## config.mk

```make
export PLATFORM = sky130hd
export DESIGN_NAME = field_select_fsm_flat
export DESIGN_NICKNAME = d
export VERILOG_FILES = /design/src/rtl/clock_ui_pkg.sv /design/src/rtl/field_select_fsm_if.sv /design/src/rtl/blink_gen.sv /design/src/rtl/field_select_fsm.sv /design/src/flat_wrapper.sv
export SDC_FILE = /design/constraint.sdc
export NUM_CORES = 1
export LEC_CHECK = 0
export CORE_UTILIZATION = 40
export CTS_CLUSTER_SIZE = 24
export DETAILED_ROUTE_END_ITERATION = 6
export GPL_TIMING_DRIVEN = 1
export SLEW_MARGIN = 20
export SYNTH_ARGS = -nofsm -noshare
export SYNTH_HDL_FRONTEND = slang
export SYNTH_SLANG_ARGS = --single-unit
```

## constraint.sdc

```tcl
create_clock -name clk -period 2.55 [get_ports clk]
set_input_delay 0.6375 -clock clk [delete_from_list [all_inputs] [get_ports clk]]
set_output_delay 0.6375 -clock clk [all_outputs]
set_load 0.005 [all_outputs]
```

## src/rtl/clock_ui_pkg.sv

```systemverilog
// Shared types and defaults for the clock-setting UI controllers.
// No logic here: state encoding, default timing constants and a width helper.
package clock_ui_pkg;

    typedef enum logic [1:0] {
        IDLE = 2'b00,
        EDIT = 2'b01,
        DONE = 2'b10
    } state_t;

    localparam int BLINK_HALF_DEF = 25_000_000;
    localparam int TIMEOUT_DEF    = 500_000_000;

    // Counter/index width for a range of n values; never narrower than 1 bit.
    function automatic int width_of(input int n);
        return (n > 1) ? $clog2(n) : 1;
    endfunction

endpackage

```

## src/rtl/field_select_fsm_if.sv

```systemverilog
// Button-pulse inputs and field-select outputs of the clock-setting UI.
// Pure wiring: no latency, no backpressure (single-cycle pulses, never stalled).
interface field_select_fsm_if
    import clock_ui_pkg::*;
#(
    parameter int NUM_FIELDS = 6
) ();
    localparam int FW = width_of(NUM_FIELDS);

    logic                  edit_req;
    logic                  next_req;
    logic                  prev_req;
    logic [FW-1:0]         field;
    logic [NUM_FIELDS-1:0] field_sel;
    logic                  editing;
    logic                  blink;
    logic                  commit;
    logic                  abort;

    modport master (
        output edit_req, next_req, prev_req,
        input  field, field_sel, editing, blink, commit, abort
    );

    modport slave (
        input  edit_req, next_req, prev_req,
        output field, field_sel, editing, blink, commit, abort
    );

endinterface

```

## src/rtl/blink_gen.sv

```systemverilog
// Square-wave blink enable, HALF cycles per phase, restartable to the visible phase.
// Latency 1 cycle from en/restart to blink; no backpressure.
module blink_gen
    import clock_ui_pkg::*;
#(
    parameter int HALF = BLINK_HALF_DEF
) (
    input  logic clk,
    input  logic reset_n,
    input  logic en,
    input  logic restart,
    output logic blink
);
    localparam int            CW       = width_of(HALF);
    localparam logic [CW-1:0] CNT_LAST = CW'(HALF - 1);

    logic [CW-1:0] cnt;

    always_ff @(posedge clk or negedge reset_n) begin
        if (!reset_n) begin
            cnt   <= '0;
            blink <= 1'b0;
        end else if (!en) begin
            cnt   <= '0;
            blink <= 1'b0;
        end else if (restart) begin
            cnt   <= '0;
            blink <= 1'b1;
        end else if (cnt == CNT_LAST) begin
            cnt   <= '0;
            blink <= ~blink;
        end else begin
            cnt   <= cnt + CW'(1);
        end
    end

endmodule

```

## src/rtl/field_select_fsm.sv

```systemverilog
// Edit-mode controller: cursor over NUM_FIELDS fields, blink, commit/timeout abort.
// Latency 1 cycle request-to-output, all outputs registered; no backpressure.
module field_select_fsm
    import clock_ui_pkg::*;
#(
    parameter int NUM_FIELDS = 6,
    parameter int BLINK_HALF = BLINK_HALF_DEF,
    parameter int TIMEOUT    = TIMEOUT_DEF
) (
    input logic               clk,
    input logic               reset_n,
    field_select_fsm_if.slave bus
);
    localparam int            FW           = width_of(NUM_FIELDS);
    localparam int            TW           = width_of(TIMEOUT);
    localparam logic [FW-1:0] LAST_FIELD   = FW'(NUM_FIELDS - 1);
    localparam logic [TW-1:0] TIMEOUT_LAST = TW'(TIMEOUT - 1);

    state_t                state;
    state_t                state_nxt;
    logic [FW-1:0]         field_q;
    logic [FW-1:0]         field_nxt;
    logic [NUM_FIELDS-1:0] field_sel_q;
    logic [NUM_FIELDS-1:0] field_sel_nxt;
    logic [TW-1:0]         tcnt;
    logic [TW-1:0]         tcnt_nxt;
    logic                  editing_q;
    logic                  commit_q;
    logic                  commit_nxt;
    logic                  abort_q;
    logic                  abort_nxt;
    logic                  activity;
    logic                  expired;
    logic                  blink_restart;
    logic                  blink_w;

    assign activity = (state == EDIT) && (bus.edit_req || bus.next_req || bus.prev_req);
    assign expired  = (state == EDIT) && (tcnt == TIMEOUT_LAST);

    always_ff @(posedge clk or negedge reset_n) begin
        if (!reset_n) begin
            state       <= IDLE;
            field_q     <= '0;
            field_sel_q <= '0;
            tcnt        <= '0;
            editing_q   <= 1'b0;
            commit_q    <= 1'b0;
            abort_q     <= 1'b0;
        end else begin
            state       <= state_nxt;
            field_q     <= field_nxt;
            field_sel_q <= field_sel_nxt;
            tcnt        <= tcnt_nxt;
            editing_q   <= (state_nxt == EDIT);
            commit_q    <= commit_nxt;
            abort_q     <= abort_nxt;
        end
    end

    always_comb begin
        state_nxt     = state;
        field_nxt     = field_q;
        commit_nxt    = 1'b0;
        abort_nxt     = 1'b0;
        blink_restart = 1'b0;

        unique case (state)
            IDLE: begin
                if (bus.edit_req) begin
                    state_nxt     = EDIT;
                    field_nxt     = '0;
                    blink_restart = 1'b1;
                end
            end
            EDIT: begin
                if (bus.edit_req) begin
                    state_nxt  = DONE;
                    commit_nxt = 1'b1;
                end else if (expired) begin
                    state_nxt = IDLE;
                    abort_nxt = 1'b1;
                end else if (bus.next_req ^ bus.prev_req) begin
                    // A move restarts the blink so the new field is shown at once.
                    blink_restart = 1'b1;
                    if (bus.next_req) begin
                        field_nxt = (field_q == LAST_FIELD) ? '0 : field_q + FW'(1);
                    end else begin
                        field_nxt = (field_q == '0) ? LAST_FIELD : field_q - FW'(1);
                    end
                end
            end
            DONE: begin
                state_nxt = IDLE;
            end
            default: begin
                state_nxt = IDLE;
            end
        endcase

        // Counts idle cycles spent in EDIT; zero on entry, on activity and outside EDIT.
        tcnt_nxt = '0;
        if ((state == EDIT) && (state_nxt == EDIT) && !activity) begin
            tcnt_nxt = tcnt + TW'(1);
        end

        field_sel_nxt = '0;
        if (state_nxt == EDIT) begin
            field_sel_nxt = NUM_FIELDS'(1) << field_nxt;
        end
    end

    blink_gen #(
        .HALF(BLINK_HALF)
    ) u_blink_gen (
        .clk     (clk),
        .reset_n (reset_n),
        .en      (state_nxt == EDIT),
        .restart (blink_restart),
        .blink   (blink_w)
    );

    assign bus.field     = field_q;
    assign bus.field_sel = field_sel_q;
    assign bus.editing   = editing_q;
    assign bus.blink     = blink_w;
    assign bus.commit    = commit_q;
    assign bus.abort     = abort_q;

endmodule

```

## src/flat_wrapper.sv

```systemverilog
// flat-port wrapper written by rule: the top's interface ports become plain ports
module field_select_fsm_flat import clock_ui_pkg::*;
#(
    parameter int NUM_FIELDS = 6,
    parameter int BLINK_HALF = BLINK_HALF_DEF,
    parameter int TIMEOUT    = TIMEOUT_DEF
)
  (clk, reset_n, bus_edit_req, bus_next_req, bus_prev_req, bus_field, bus_field_sel, bus_editing, bus_blink, bus_commit, bus_abort);
  field_select_fsm_if #(.NUM_FIELDS(NUM_FIELDS)) bus_i ();
  input logic clk;
  input logic reset_n;
  input wire logic [$bits(bus_i.edit_req)-1:0] bus_edit_req;
  input wire logic [$bits(bus_i.next_req)-1:0] bus_next_req;
  input wire logic [$bits(bus_i.prev_req)-1:0] bus_prev_req;
  output wire logic [$bits(bus_i.field)-1:0] bus_field;
  output wire logic [$bits(bus_i.field_sel)-1:0] bus_field_sel;
  output wire logic [$bits(bus_i.editing)-1:0] bus_editing;
  output wire logic [$bits(bus_i.blink)-1:0] bus_blink;
  output wire logic [$bits(bus_i.commit)-1:0] bus_commit;
  output wire logic [$bits(bus_i.abort)-1:0] bus_abort;
  assign bus_i.edit_req = bus_edit_req;
  assign bus_i.next_req = bus_next_req;
  assign bus_i.prev_req = bus_prev_req;
  assign bus_field = bus_i.field;
  assign bus_field_sel = bus_i.field_sel;
  assign bus_editing = bus_i.editing;
  assign bus_blink = bus_i.blink;
  assign bus_commit = bus_i.commit;
  assign bus_abort = bus_i.abort;
  field_select_fsm #(.NUM_FIELDS(NUM_FIELDS), .BLINK_HALF(BLINK_HALF), .TIMEOUT(TIMEOUT)) u_core (.clk(clk), .reset_n(reset_n), .bus(bus_i));
endmodule
```

After elaboration in Yosys (flattened, before gate mapping):

Index checks and enable logic that the tools add are counted.

* shift operators: 1
* $lt $le $gt $ge: 0
* bitwise logic cells: 2
* muxes and demuxes: 29
* reductions and logical operators: 9
* add/subtract/negate cells: 4
* div/mod/pow operators: 0
* equality and inequality tests: 6
* multiply operators: 0

Operators with widths (count)
* 25-bit 2-to-1 mux: 3
* 29-bit by 1-bit adder with 29-bit output, second input constant: 1
* 29-bit equality test, second input constant: 1
* 29-bit 2-to-1 mux: 1
* 25-bit by 1-bit adder with 25-bit output, second input constant: 1
* 25-bit equality test, second input constant: 1
* 3-bit 2-to-1 mux: 7
* 1-bit 2-to-1 mux: 11
* 2-bit 2-to-1 mux: 3
* 6-bit 2-to-1 mux: 1
* 3-bit one-hot mux with 2 select lines: 1
* 1-bit by 3-bit << shifter with 6-bit output, first input constant: 1
* 2-bit by 1-bit equality test with 1-bit output, second input constant: 2
* 1-bit logical AND: 4
* 2-bit one-hot mux with 2 select lines: 1
* 3-bit by 1-bit adder with 3-bit output, second input constant: 1
* 3-bit equality test, second input constant: 1
* 3-bit logical NOT: 1
* 3-bit by 1-bit inequality test with 1-bit output, second input constant: 1
* 3-bit by 1-bit subtractor with 3-bit output, second input constant: 1
* 2-bit logical NOT: 1
* 1-bit logical OR: 2
* 1-bit one-hot mux with 2 select lines: 1
* 1-bit logical NOT: 1
* other kinds (2): 2

* memories: 0
* output and inout bits: 13
* bits of input ports: 5
* bits in latches: 0
* RAM bits: 0
* word-level logic and storage cells: 60
* register bits after elaboration: 69
* ROM bits: 0

Longest topological paths before layout:

* depth after elaboration: 9
* mapped depth: 8
* depth with buffers taken out: 8

Hierarchy:

From an unflattened synthesis, not the netlist that was laid out.

* cell total of the unflattened synthesis: 349
* area total of the unflattened synthesis: 3504.6 µm²

By module, submodules not included
* field_select_fsm: instances 1, cells each 206, sequential area each 1076.0 µm², area an instance 2099.5 µm²
* blink_gen: instances 1, cells each 143, sequential area each 650.6 µm², area an instance 1405.1 µm²

Least setup slack after synthesis:

No wires, ideal clock.

* path type: flip-flop to flip-flop
* start: register u_core.tcnt[0]
* end: register u_core.field_sel_q[0] (netlist: u_core.bus.field_sel[0])
* period minus slack after synthesis: 1.952 ns
* arrival: 1.871 ns
* setup time: 0.081 ns
* path slack: 0.598 ns
* buffers on the path: 0
* required time: 2.469 ns
* stages on the path, launching flop included: 9
* path through: dfrtp_1 ha_1 nand3_1 or4_4 o21ai_2 nor3_1 a21oi_4 inv_2 nor3_2

* cells in the longest elaborated chain, start to end: 7
* elaborated cells between the ends (all ways): 11
* those cells by class: 2 x eq/ne; 1 x shift; 7 x mux; 1 x reduce/logical

Ends and longest elaborated chain
* from (decl): line field_select_fsm.sv:25 `logic [TW-1:0] tcnt;`
* from (signal assigned): line field_select_fsm.sv:53 `tcnt <= tcnt_nxt;`
* 29-bit equality test: line field_select_fsm.sv:38 `assign expired = (state == EDIT) && (tcnt == TIMEOUT_LAST);`
* 1-bit logical AND: line field_select_fsm.sv:38
* 3-bit 2-to-1 mux: line field_select_fsm.sv:79 `end else if (expired) begin`
* 3-bit 2-to-1 mux: line field_select_fsm.sv:76 `if (bus.edit_req) begin`
* 3-bit one-hot mux with 2 select lines: line field_select_fsm.sv:67 `unique case (state)`
* named net u_core.field_nxt[0]: line field_select_fsm.sv:22 `logic [FW-1:0] field_nxt;`
* 1-bit by 3-bit << shifter with 6-bit output: line field_select_fsm.sv:108 `field_sel_nxt = NUM_FIELDS'(1) << field_nxt;`
* 6-bit 2-to-1 mux: line field_select_fsm.sv:107 `if (state_nxt == EDIT) begin`
* named net u_core.field_sel_nxt[0]: line field_select_fsm.sv:24 `logic [NUM_FIELDS-1:0] field_sel_nxt;`
* to (signal assigned): line field_select_fsm.sv:52 `field_sel_q <= field_sel_nxt;`
* to (decl): line field_select_fsm.sv:23 `logic [NUM_FIELDS-1:0] field_sel_q;`

The timed path passes the listed nets, and every way through them passes these cells.
A chain may end at the register's enable or synchronous reset.

Final worst setup path:

* start: register u_core.tcnt[0]
* end: register u_core.field_sel_q[2] (netlist: u_core.bus.field_sel[2])

The elaborated chain is that of the path after synthesis.

==> run_results.csv <==
group,metric,value,unit
power,peakVddDrop,0.467,mV
setup_path,worst-r2r-setup-slack,310,ps
power,total_power,0.00238,W
clock_network,post_cts_resized,0,
floorplan,design.core.area,7890,um^2
grt,grt_start_max_net_pins,34,
final_layout,layout.cells.most_common_list,"dfrtp_1 (69), nor2_1 (65), xor2_1 (33)",
final_layout,multiInputGateArea,1560,um^2
grt,globalRouteTotalUtil,16.9,%
timing,fin_hold_ws,300,ps
setup_path,crit_path_end_kind,"register",
floorplan,num_rows,32,
floorplan,die_area,8730,um^2
detailed_routing,route.antenna.remaining_nets,0,
detailed_routing,top_signal_layer_used,"met4",
power,power_per_cell_area,614,nW/um^2
floorplan,initial_utilization,42.4,%
setup_path,worst_r2r_endpoint,"u_core.bus.field_sel[2]$_DFF_PN0_",
power,switching_fraction_of_total_power,26.4,%
final_layout,nNetsFinal,370,
detailed_routing,drc,0,
timing,setup-violations-final,0,
detailed_routing,first_iter_violations,82,
setup_path,r2r-start,"u_core.tcnt[0]$_DFF_PN0_",
yosys,synthDistinctLibCells,44,
detailed_routing,viasPerCell,5.13,
grt,overflow,0,
clock_network,clk_root_buffer_cell,"clkbuf_8",
power,total_switching_power,0.000629,W
placed_design,globalplace.congestion,0.770,
floorplan,die_width,93.5,um
status,run_status,"finished, final reports clean",
setup_path,cp-start-kind,"register",
detailed_routing,drt-met1-wl,3160,um
final_layout,antenna_cells,0,
grt,grt_antenna_before_repair,0,
setup_path,reg2regPathDepth,8,
timing,worst_slew_pin_slew,615,ps
yosys,yosysSeqAreaShare,51.6,%
clock_network,cts-buffers-inserted,9,
setup_path,timing_worst_setup_path_type,"reg -> reg",
clock_network,clock_sink_count,69,
final_layout,fraction_of_layout_cells_with_a_size_suffix_above_1,10.1,%
yosys,post_synth_instance_area,3350,um^2
clock_network,cts_htree_levels,3,
yosys,synth_ff_type,"dfrtp_1",
detailed_routing,drt_pre_antenna_iters,5,
grt,wire_length_of_the_first_global_routing_pass,11400,um
yosys,synth_async_sr_flop_share,100,%
placed_design,placement.io_buffers,17,
clock_network,cts_setup_buffers,0,
grt,grt_pass1_vias,2394,
setup_path,critical_path_peak_fanout,4,
floorplan,ioPinCount,18,
setup_path,critical_path_arrival,2490,ps
clock_network,worstSkewPairLatency,330,ps
final_layout,fill_cells,727,
timing,finalHoldViolCount,0,
timing,clock_skew,6.42,ps
yosys,yosysWarningCount,0,
timing,setup_total_negative_slack,0,ps
detailed_routing,detailroute.wirelength.met2,2980,um
final_layout,mostFrequentLayoutCell,"dfrtp_1",
setup_path,worstPathRequired,2800,ps
flow_run,max_cap_violations,0,
floorplan,die_h,93.5,um
detailed_routing,met3WireLength,212,um
clock_network,ctsLongestPathBuffers,2,
clock_network,cts_hold_repair.buffers,0,
power,total_leakage_power,1.59,nW
detailed_routing,routed_wire_length_per_instance,13.7,um
timing,fin_crit_sh,87.8,%
timing,grt_setup_unrepaired,"no",
clock_network,cts_tree,"built",
power,combPwrFrac,15.8,%
yosys,synthesized_area_per_cell,10.1,um^2
final_layout,area.growth.synth_to_final,16.2,%
detailed_routing,route.final.wire_length,6410,um
yosys,synthesis_stage_register_bit_count,69,
power,power_report.internal_total,0.00176,W
yosys,synthCells,332,
detailed_routing,routed_vias,2408,
min_path,worst_hold_path_type,"in -> async",
timing,finalWorstPathRequiredPeriod,2240,ps
timing,max_slew_violation_total_from_the_final_report,0,
timing,relSlewSlack,58.7,%
placed_design,dp.final_hpwl,4320,um
yosys,synthesis.nets,339,
power,share_seq_of_total_power,50.7,%
timing,max_freq,447,MHz
yosys,number_of_synthesized_flops_with_an_enable_pin,0,
power,share_clk_of_total_power,33.5,%
final_layout,regArea,1730,um^2
clock_network,clk_pin_slew,70,ps
-- power by group through the flow --
stage / clock (W) / sequential, W / combinational (W)
finish: 0.000800 / 0.00121 / 0.000376
global route: 0.000884 / 0.00122 / 0.000421
global placement: 0 / 0.00123 / 0.000374
floorplan: 0 / 0.00121 / 0.000202
CTS: 0.000830 / 0.00121 / 0.000383
detailed placement: 0 / 0.00123 / 0.000380
-- worst max path at each step --
stage / slack, ps / to / depth (start not counted) / start
after global placement: 70 / u_core.bus.field_sel[1]$_DFF_PN0_ / 8 / bus_next_req
after floorplan: 600 / u_core.bus.field_sel[0]$_DFF_PN0_ / 8 / u_core.tcnt[0]$_DFF_PN0_
after CTS: 300 / u_core.bus.field_sel[2]$_DFF_PN0_ / 8 / u_core.tcnt[0]$_DFF_PN0_
after detailed placement: -30 / u_core.bus.field_sel[1]$_DFF_PN0_ / 7 / bus_edit_req
after global routing: 50 / u_core.bus.field_sel[1]$_DFF_PN0_ / 7 / u_core.tcnt[0]$_DFF_PN0_
final: 310 / u_core.bus.field_sel[2]$_DFF_PN0_ / 8 / u_core.tcnt[0]$_DFF_PN0_
-- flip-flops by register name, summed over array words and instances, names as in the netlist --
register / cells
u_core.bus.field: 3
u_core.u_blink_gen.blink: 1
u_core.bus.field_sel: 6
u_core.u_blink_gen.cnt: 25
u_core.state: 2
u_core.bus.commit: 1
u_core.bus.editing: 1
u_core.tcnt: 29
u_core.bus.abort: 1
-- logic make-up (layout without fill, tap and decap cells) --
kind of cell / Yosys count / in the layout / synth area share, %
AND/OR/NAND/NOR: 175 / 175 / 27.9
flip-flops: 69 / 69 / 51.6
XOR/XNOR: 52 / 52 / 13.6
AO/OA/AOI/OAI: 20 / 20 / 4.41
buffers and inverters: 14 / 49 / 1.68
adder cells (fa/ha/maj): 2 / 2 / 0.748
-- critical path, cell delays in order (launching register included) --
cell	delay, ps
dfrtp_1	390
ha_1	210
nand3_1	150
or4_4	590
o21ai_2	220
nor3_1	100
a21oi_4	200
inv_2	100
nor3_2	200
-- metrics by stage --
| stage | setup WS (ps) | cell area (um^2) | std cells | util (%) |
|---|---|---|---|---|
| floorplan | 598 | 3350 | 332 | - |
| global placement | 70.0 | 3710 | 454 | 47.0 |
| detailed placement | -30.8 | 3710 | 454 | 47.0 |
| CTS | 304 | 3890 | 469 | 49.3 |
| global route | 45.7 | 3890 | 469 | 49.3 |
| finish | 311 | 3890 | 469 | 49.3 |
-- cell type report --
| class | instances | share of cell area, % |
|---|---|---|
| clock buffers | 14 | 4.44 |
| clock inverters | 1 | 0.129 |
| inverters | 7 | 0.676 |
| multi-input cells | 249 | 40.2 |
| flip-flops and latches | 69 | 44.4 |
| well taps | 102 | 3.28 |
| repair buffers | 27 | 6.83 |
-- metal layers --
metal / vias to the layer above / GRT usage, %
met3: 5 / 5.37
met4: 0 / 4.23
met5: - / 0
met1: 1173 / 22.5
met2: 29 / 26.6
li1: 1201 / -
-- cells in the mapped netlist, types with 3 or more instances --
library cell  count  area share, %
a21oi_1           6           0.90
and2_1            4           0.75
and3_1           11            2.1
and4_1            8            2.1
buf_2             3           0.45
clkbuf_1          4           0.45
dfrtp_1          69             52
inv_1             5           0.56
nand2_1          20            2.2
nand3_1          22            3.3
nand4_1          12            2.2
nor2_1           65            7.3
nor3_1            7            1.0
nor3_2            5            1.5
nor3b_1           3           0.67
nor4_1            3           0.56
nor4b_1           3           0.79
xnor2_1          19            5.0
xor2_1           33            8.6
Note: power is estimated with default switching activity, not from simulation.
